## config.mk

```make
export PLATFORM = sky130hd
export DESIGN_NAME = axis_pixel_packer
export DESIGN_NICKNAME = d
export VERILOG_FILES = /design/src/rtl/axis_pixel_packer.sv
export SDC_FILE = /design/constraint.sdc
export NUM_CORES = 1
export LEC_CHECK = 0
export CAP_MARGIN = 15
export CELL_PAD_IN_SITES_DETAIL_PLACEMENT = 0
export CELL_PAD_IN_SITES_GLOBAL_PLACEMENT = 1
export CORE_MARGIN = 1.5
export CORE_UTILIZATION = 46
export DETAILED_ROUTE_END_ITERATION = 8
export PLACE_DENSITY = 0.77
export SLEW_MARGIN = 20
export SYNTH_ARGS = -nofsm -noshare
export SYNTH_HDL_FRONTEND = slang
export SYNTH_SLANG_ARGS = --single-unit
```

## constraint.sdc

```tcl
create_clock -name clk -period 13.4 [get_ports clk]
set_input_delay 4.02 -clock clk [delete_from_list [all_inputs] [get_ports clk]]
set_output_delay 4.02 -clock clk [all_outputs]
set_load 0.02 [all_outputs]
```

## src/rtl/axis_pixel_packer.sv

```systemverilog
// Packs 24-bit RGB pixels into 32-bit lanes, PIX_PER_BEAT per AXI-Stream beat,
// regenerating line/frame framing from local counters behind a 2-entry output FIFO.
module axis_pixel_packer #(
  parameter  int IN_DATA_WIDTH  = 24,
  parameter  int PIX_PER_BEAT   = 2,
  parameter  int DST_IMG_WIDTH  = 4096,
  parameter  int DST_IMG_HEIGHT = 2160,
  localparam int OUT_DATA_WIDTH = 32 * PIX_PER_BEAT
) (
  input  logic                        clk,
  input  logic                        rst,
  input  logic                        s_axis_tvalid,
  output logic                        s_axis_tready,
  input  logic [IN_DATA_WIDTH-1:0]    s_axis_tdata,
  input  logic                        s_axis_tlast,
  output logic                        m_axis_tvalid,
  input  logic                        m_axis_tready,
  output logic [OUT_DATA_WIDTH-1:0]   m_axis_tdata,
  output logic [OUT_DATA_WIDTH/8-1:0] m_axis_tkeep,
  output logic                        m_axis_tlast,
  output logic                        m_axis_tuser,
  output logic                        frame_done,
  output logic                        err_tlast
);

  localparam int COL_W  = (DST_IMG_WIDTH  > 1) ? $clog2(DST_IMG_WIDTH)  : 1;
  localparam int ROW_W  = (DST_IMG_HEIGHT > 1) ? $clog2(DST_IMG_HEIGHT) : 1;
  localparam int SLOT_W = (PIX_PER_BEAT   > 1) ? $clog2(PIX_PER_BEAT)   : 1;
  localparam int KEEP_W = OUT_DATA_WIDTH / 8;

  logic [COL_W-1:0]  col_q, col_d;
  logic [ROW_W-1:0]  row_q, row_d;
  logic [SLOT_W-1:0] slot_q, slot_d;
  logic              rstDly_q;

  logic [OUT_DATA_WIDTH-1:0] beatData_q, beatData_d, asmData;
  logic [KEEP_W-1:0]         beatKeep_q, beatKeep_d, asmKeep;
  logic                      beatLast_q, beatLast_d, asmLast;
  logic                      beatUser_q, beatUser_d, asmUser;
  logic                      beatEnd_q, beatEnd_d, asmEnd;

  logic [OUT_DATA_WIDTH-1:0] memData_q [2];
  logic [KEEP_W-1:0]         memKeep_q [2];
  logic                      memLast_q [2];
  logic                      memUser_q [2];
  logic                      memEnd_q  [2];
  logic                      wrPtr_q, rdPtr_q;
  logic [1:0]                count_q;
  logic                      frameDone_q, errTlast_q;

  logic accept, colLast, rowLast, slotLast, push, pop;
  logic [31:0] lanePix;

  assign s_axis_tready = !rstDly_q && (count_q != 2'd2);
  assign accept        = s_axis_tvalid && s_axis_tready;
  assign colLast       = (col_q == COL_W'(DST_IMG_WIDTH - 1));
  assign rowLast       = (row_q == ROW_W'(DST_IMG_HEIGHT - 1));
  assign slotLast      = (slot_q == SLOT_W'(PIX_PER_BEAT - 1));
  assign push          = accept && (slotLast || colLast);
  assign pop           = m_axis_tvalid && m_axis_tready;
  assign lanePix       = {{(32 - IN_DATA_WIDTH){1'b0}}, s_axis_tdata};

  assign m_axis_tvalid = (count_q != 2'd0);
  assign m_axis_tdata  = memData_q[rdPtr_q];
  assign m_axis_tkeep  = memKeep_q[rdPtr_q];
  assign m_axis_tlast  = memLast_q[rdPtr_q];
  assign m_axis_tuser  = memUser_q[rdPtr_q];
  assign frame_done    = frameDone_q;
  assign err_tlast     = errTlast_q;

  // Merge the incoming pixel into the partial beat; a completed beat is pushed
  // as assembled and the accumulator restarts empty at lane 0.
  always_comb begin
    asmData = beatData_q;
    asmKeep = beatKeep_q;
    asmLast = beatLast_q;
    asmUser = beatUser_q;
    asmEnd  = beatEnd_q;
    col_d   = col_q;
    row_d   = row_q;
    slot_d  = slot_q;
    if (accept) begin
      for (int l = 0; l < PIX_PER_BEAT; l++) begin
        if (slot_q == SLOT_W'(l)) begin
          asmData[32*l +: 32] = lanePix;
          asmKeep[4*l +: 4]   = 4'hF;
        end
      end
      if (colLast) asmLast = 1'b1;
      if (colLast && rowLast) asmEnd = 1'b1;
      if (col_q == '0 && row_q == '0) asmUser = 1'b1;
      if (colLast) begin
        col_d = '0;
        row_d = rowLast ? '0 : row_q + ROW_W'(1);
      end else begin
        col_d = col_q + COL_W'(1);
      end
      slot_d = (slotLast || colLast) ? '0 : slot_q + SLOT_W'(1);
    end
    beatData_d = push ? '0 : asmData;
    beatKeep_d = push ? '0 : asmKeep;
    beatLast_d = push ? 1'b0 : asmLast;
    beatUser_d = push ? 1'b0 : asmUser;
    beatEnd_d  = push ? 1'b0 : asmEnd;
  end

  always_ff @(posedge clk) begin
    rstDly_q <= rst;
    if (rst) begin
      col_q       <= '0;
      row_q       <= '0;
      slot_q      <= '0;
      beatData_q  <= '0;
      beatKeep_q  <= '0;
      beatLast_q  <= 1'b0;
      beatUser_q  <= 1'b0;
      beatEnd_q   <= 1'b0;
      wrPtr_q     <= 1'b0;
      rdPtr_q     <= 1'b0;
      count_q     <= 2'd0;
      frameDone_q <= 1'b0;
      errTlast_q  <= 1'b0;
      for (int i = 0; i < 2; i++) begin
        memData_q[i] <= '0;
        memKeep_q[i] <= '0;
        memLast_q[i] <= 1'b0;
        memUser_q[i] <= 1'b0;
        memEnd_q[i]  <= 1'b0;
      end
    end else begin
      col_q      <= col_d;
      row_q      <= row_d;
      slot_q     <= slot_d;
      beatData_q <= beatData_d;
      beatKeep_q <= beatKeep_d;
      beatLast_q <= beatLast_d;
      beatUser_q <= beatUser_d;
      beatEnd_q  <= beatEnd_d;
      if (push) begin
        memData_q[wrPtr_q] <= asmData;
        memKeep_q[wrPtr_q] <= asmKeep;
        memLast_q[wrPtr_q] <= asmLast;
        memUser_q[wrPtr_q] <= asmUser;
        memEnd_q[wrPtr_q]  <= asmEnd;
        wrPtr_q            <= ~wrPtr_q;
      end
      if (pop) rdPtr_q <= ~rdPtr_q;
      case ({push, pop})
        2'b10:   count_q <= count_q + 2'd1;
        2'b01:   count_q <= count_q - 2'd1;
        default: count_q <= count_q;
      endcase
      frameDone_q <= pop && memEnd_q[rdPtr_q];
      // Upstream tlast is only audited; framing always follows the local column counter.
      if (accept && (s_axis_tlast != colLast)) errTlast_q <= 1'b1;
    end
  end

endmodule

```

==> summary.txt <==
Outcome
  • Status: finished clean

Floorplanning
  • Die ar.: 23800 sq um
  • Site Rows: 55
  • Core region area: 22600 sq um
  • Die Wd: 154 um
  • I/O pins: 107
  • Die Ht: 154 um
  • Initial core utilization: 46.7%

Setup path
  • Critical Path RT: 9.38 ns
  • Reg-to-reg startpoint: col_q[0]
  • Crit path DAT: 2.48 ns
  • WP buf/inv: 2
  • Reg2reg setup slack: 10.29 ns
  • Worst-path cell chain: buf_12 > mux2_2 > clkdlybuf4s50_1
  • FF-to-FF path depth: 6
  • CP Launch Type: flop
  • Slowest stage delay, CP: 0.68 ns
  • Delay-heaviest family, CP: buffers and inverters
  • Slowest stage cell, crit path: dfxtp_4
  • CP Class: reg -> out
  • CP Max Fanout: 42
  • Reg2reg end: memData_q[0][9]
  • Setup crit end kind: primary output

Clock network
  • Setup Fix Bufs, Post-CTS: 0
  • CTS hold repair buffers: 0
  • Clk pin slew, worst setup/hold paths: 0.06 ns
  • Post-CTS Resized: 0
  • Clock root buffer: clkbuf_16
  • TritonCTS clock tree: done
  • Worst skew pair latency: 0.52 ns
  • CTS sink cnt: 258
  • H-Tree Depth: 1
  • TritonCTS Buffers: 26
  • Longest Clk Path Bufs: 3

Power and ir drop
  • Register share of total power: 51.8%
  • Switching share of total power: 22.1%
  • Worst VDD drop: 0.0722 mV
  • PwrDens: 133 nW/um^2
  • Switching power: 372 uW
  • Comb pwr share: 8.4%
  • Clock power frac: 39.9%
  • Leak: 4.59 nW
  • Internal Power: 1.31 mW

Synthesis
  • Library cells used by synthesis: 45
  • Mapped Area: 10500 sq um
  • Largest area contributor in the netlist: edfxtp_1
  • Average size of a mapped cell: 12.3 sq um
  • Number of flops mapped to enable cells by yosys: 150
  • Sequential share of the synthesized area: 63.3%
  • Ys Warns: 0
  • Top FF cell, synth: edfxtp_1
  • #FFs+latches synth: 258
  • Synth area leaders: edfxtp_1 (43%), dfxtp_1 (21%), mux2_2 (7.9%)
  • Most common cell in the netlist: nor2_1
  • Cells after synthesis: 858
  • Post-synth ARST share: 0%
  • Syn nets: 892
  • Synth top cells by count: nor2_1 (167), edfxtp_1 (150), dfxtp_1 (108)
  • Post-synth top area share: 42.8%

Timing
  • Final Hold Fails: 0
  • Fmax: 154 MHz
  • Final setup TNS: 0 ns
  • Period minus WS final: 6.50 ns
  • Worst Tran Pin Value: 1.08 ns
  • Max-slew headroom: 28.3%
  • RSZ-0062 raised after global routing: false
  • Final setup viols: 0
  • Fin. max-slew vios: 0
  • Clk_skew: 0.0106 ns
  • Period utilization: 48.5%

Cells and area
  • Layout area overhead: 20.0%
  • FILL cells: 1907
  • Fin util: 56.0%
  • Final Cell Area: 12600 sq um
  • Diodes inserted: 0
  • Final #Nets: 985
  • Layout cell share with drive strength beyond 1: 14.4%

Drt
  • WL final: 21.7 mm
  • Vias: 6632
  • Initial drt markers: 392
  • DR vias/cell: 5.28
  • Antenna-violating nets left: 0
  • Wire per inst: 17.3 um
  • Drt first pass iters: 4
  • DR DRC count: 0

Global routing
  • First-pass GRT wire length: 34.8 mm
  • M1 GR Usage: 24.3%
  • Vias in the first global route: 6594
  • Global routing's busiest layer: met2
  • GRT met2 Usage: 32.1%
  • Largest net degree at the start of global routing: 76
  • Total GRT Usage: 18.4%
  • Initial antenna violation count: 0
  • Global route total overflow: 0
  • GRT met3 Usage: 2.69%

Placed design
  • Final HPWL DP: 12.7 mm
  • Port buffer count: 106
  • Cell Area, Placed: 11800 sq um
  • Placer Congestion: 0.797

Worst hold path
  • Worst Hold End: beatLast_q
  • Hold Crit Start: beatLast_q
  • HP Class: reg -> reg
  • Number of cells on the worst hold path: 1

Job
  • Maxcap violations: 0
-- sequential cells by signal, indices dropped and copies added (netlist names), 2 cells and up, named ones only --
name,count
memUser_q,2
memKeep_q,16
memEnd_q,2
memLast_q,2
memData_q,128
row_q,12
beatData_q,64
count_q,2
col_q,12
beatKeep_q,8
-- final cells by class --
type	count	area [sq um]	area share [%]
clock inverters	9	43.8	0.346
multi-input cells	534	3610	28.6
inverters	15	56.3	0.445
flip-flops and latches	258	6670	52.8
clock buffers	39	751	5.94
repair buffers	116	1150	9.09
well taps	285	357	2.82
-- cell families after synthesis --
| group | count (synthesis) | synth area share, % |
|---|---|---|
| flip-flops | 258 | 63.3 |
| AO/OA/AOI/OAI | 53 | 3.37 |
| adder cells (fa/ha/maj) | 5 | 0.594 |
| buffers and inverters | 66 | 3.02 |
| XOR/XNOR | 10 | 0.831 |
| multiplexers | 123 | 12.6 |
| AND/OR/NAND/NOR | 343 | 16.4 |
-- per-layer routing --
metal / vias up / routed length [um]
met1: 3224 / 9830
met4: 0 / 178
met3: 13 / 975
li1: 3260 / -
met2: 135 / 10700
met5: - / 0
-- worst max-delay path by stage --
stage / start / to / slack [ns] / cells past startpoint
2_1_floorplan: s_axis_tvalid / memData_q[0][0] / 2.74 / 5
3_3_place_gp: rst / memData_q[0][11] / 6.84 / 5
3_5_place_dp: rst / memData_q[0][11] / 6.79 / 5
4_1_cts: flop / m_axis_tkeep[4] / 6.72 / 2
5_1_grt: flop / m_axis_tkeep[3] / 6.77 / 3
6_report: flop / m_axis_tkeep[4] / 6.90 / 3
-- power by group through the flow --
stage / Sequential, mW / Clock, mW / Combinational, mW
floorplan: 0.885 / 0 / 0.0829
global placement: 0.890 / 0 / 0.138
detailed placement: 0.891 / 0 / 0.138
CTS: 0.874 / 0.683 / 0.139
global route: 0.873 / 0.720 / 0.150
finish: 0.870 / 0.670 / 0.140
-- cells in the final DEF (no fill, tap or decap), drive strengths merged, types with 2 or more instances in the layout --
| master | synthesis | final |
|---|---|---|
| a21oi | 17 | 17 |
| buf | 22 | 10 |
| and4 | 7 | 7 |
| o32ai | 6 | 6 |
| ha | 5 | 5 |
| clkdlybuf4s50 | 0 | 106 |
| xnor2 | 3 | 3 |
| nand4 | 14 | 14 |
| mux2i | 49 | 49 |
| dfxtp | 108 | 108 |
| or2 | 2 | 2 |
| o21ai | 11 | 11 |
| nor2 | 167 | 167 |
| or4 | 5 | 5 |
| mux2 | 74 | 74 |
| and2 | 32 | 32 |
| a211oi | 4 | 4 |
| nor2b | 3 | 3 |
| a31oi | 3 | 3 |
| nand2b | 2 | 2 |
| edfxtp | 150 | 150 |
| nor4 | 4 | 4 |
| nor3 | 6 | 6 |
| clkbuf | 29 | 39 |
| inv | 15 | 15 |
| or3 | 9 | 9 |
| o31ai | 4 | 4 |
| and3 | 54 | 54 |
| nand3 | 17 | 17 |
| a2111oi | 2 | 2 |
| clkinv | 0 | 8 |
| nand2 | 19 | 19 |
| xor2 | 7 | 7 |
| a311oi | 3 | 3 |
| a41oi | 2 | 2 |
-- through the flow --
stage	hold slack (ns)	instances	setup slack [ns]	power [mW]
5_1_grt	0.478	1256	6.77	1.74
2_1_floorplan	0.429	858	2.74	0.968
3_3_place_gp	0.443	1207	6.84	1.03
6_report	0.459	1256	6.90	1.68
3_5_place_dp	0.443	1207	6.79	1.03
4_1_cts	0.464	1255	6.72	1.70
Power figures use the tool's default switching activity.
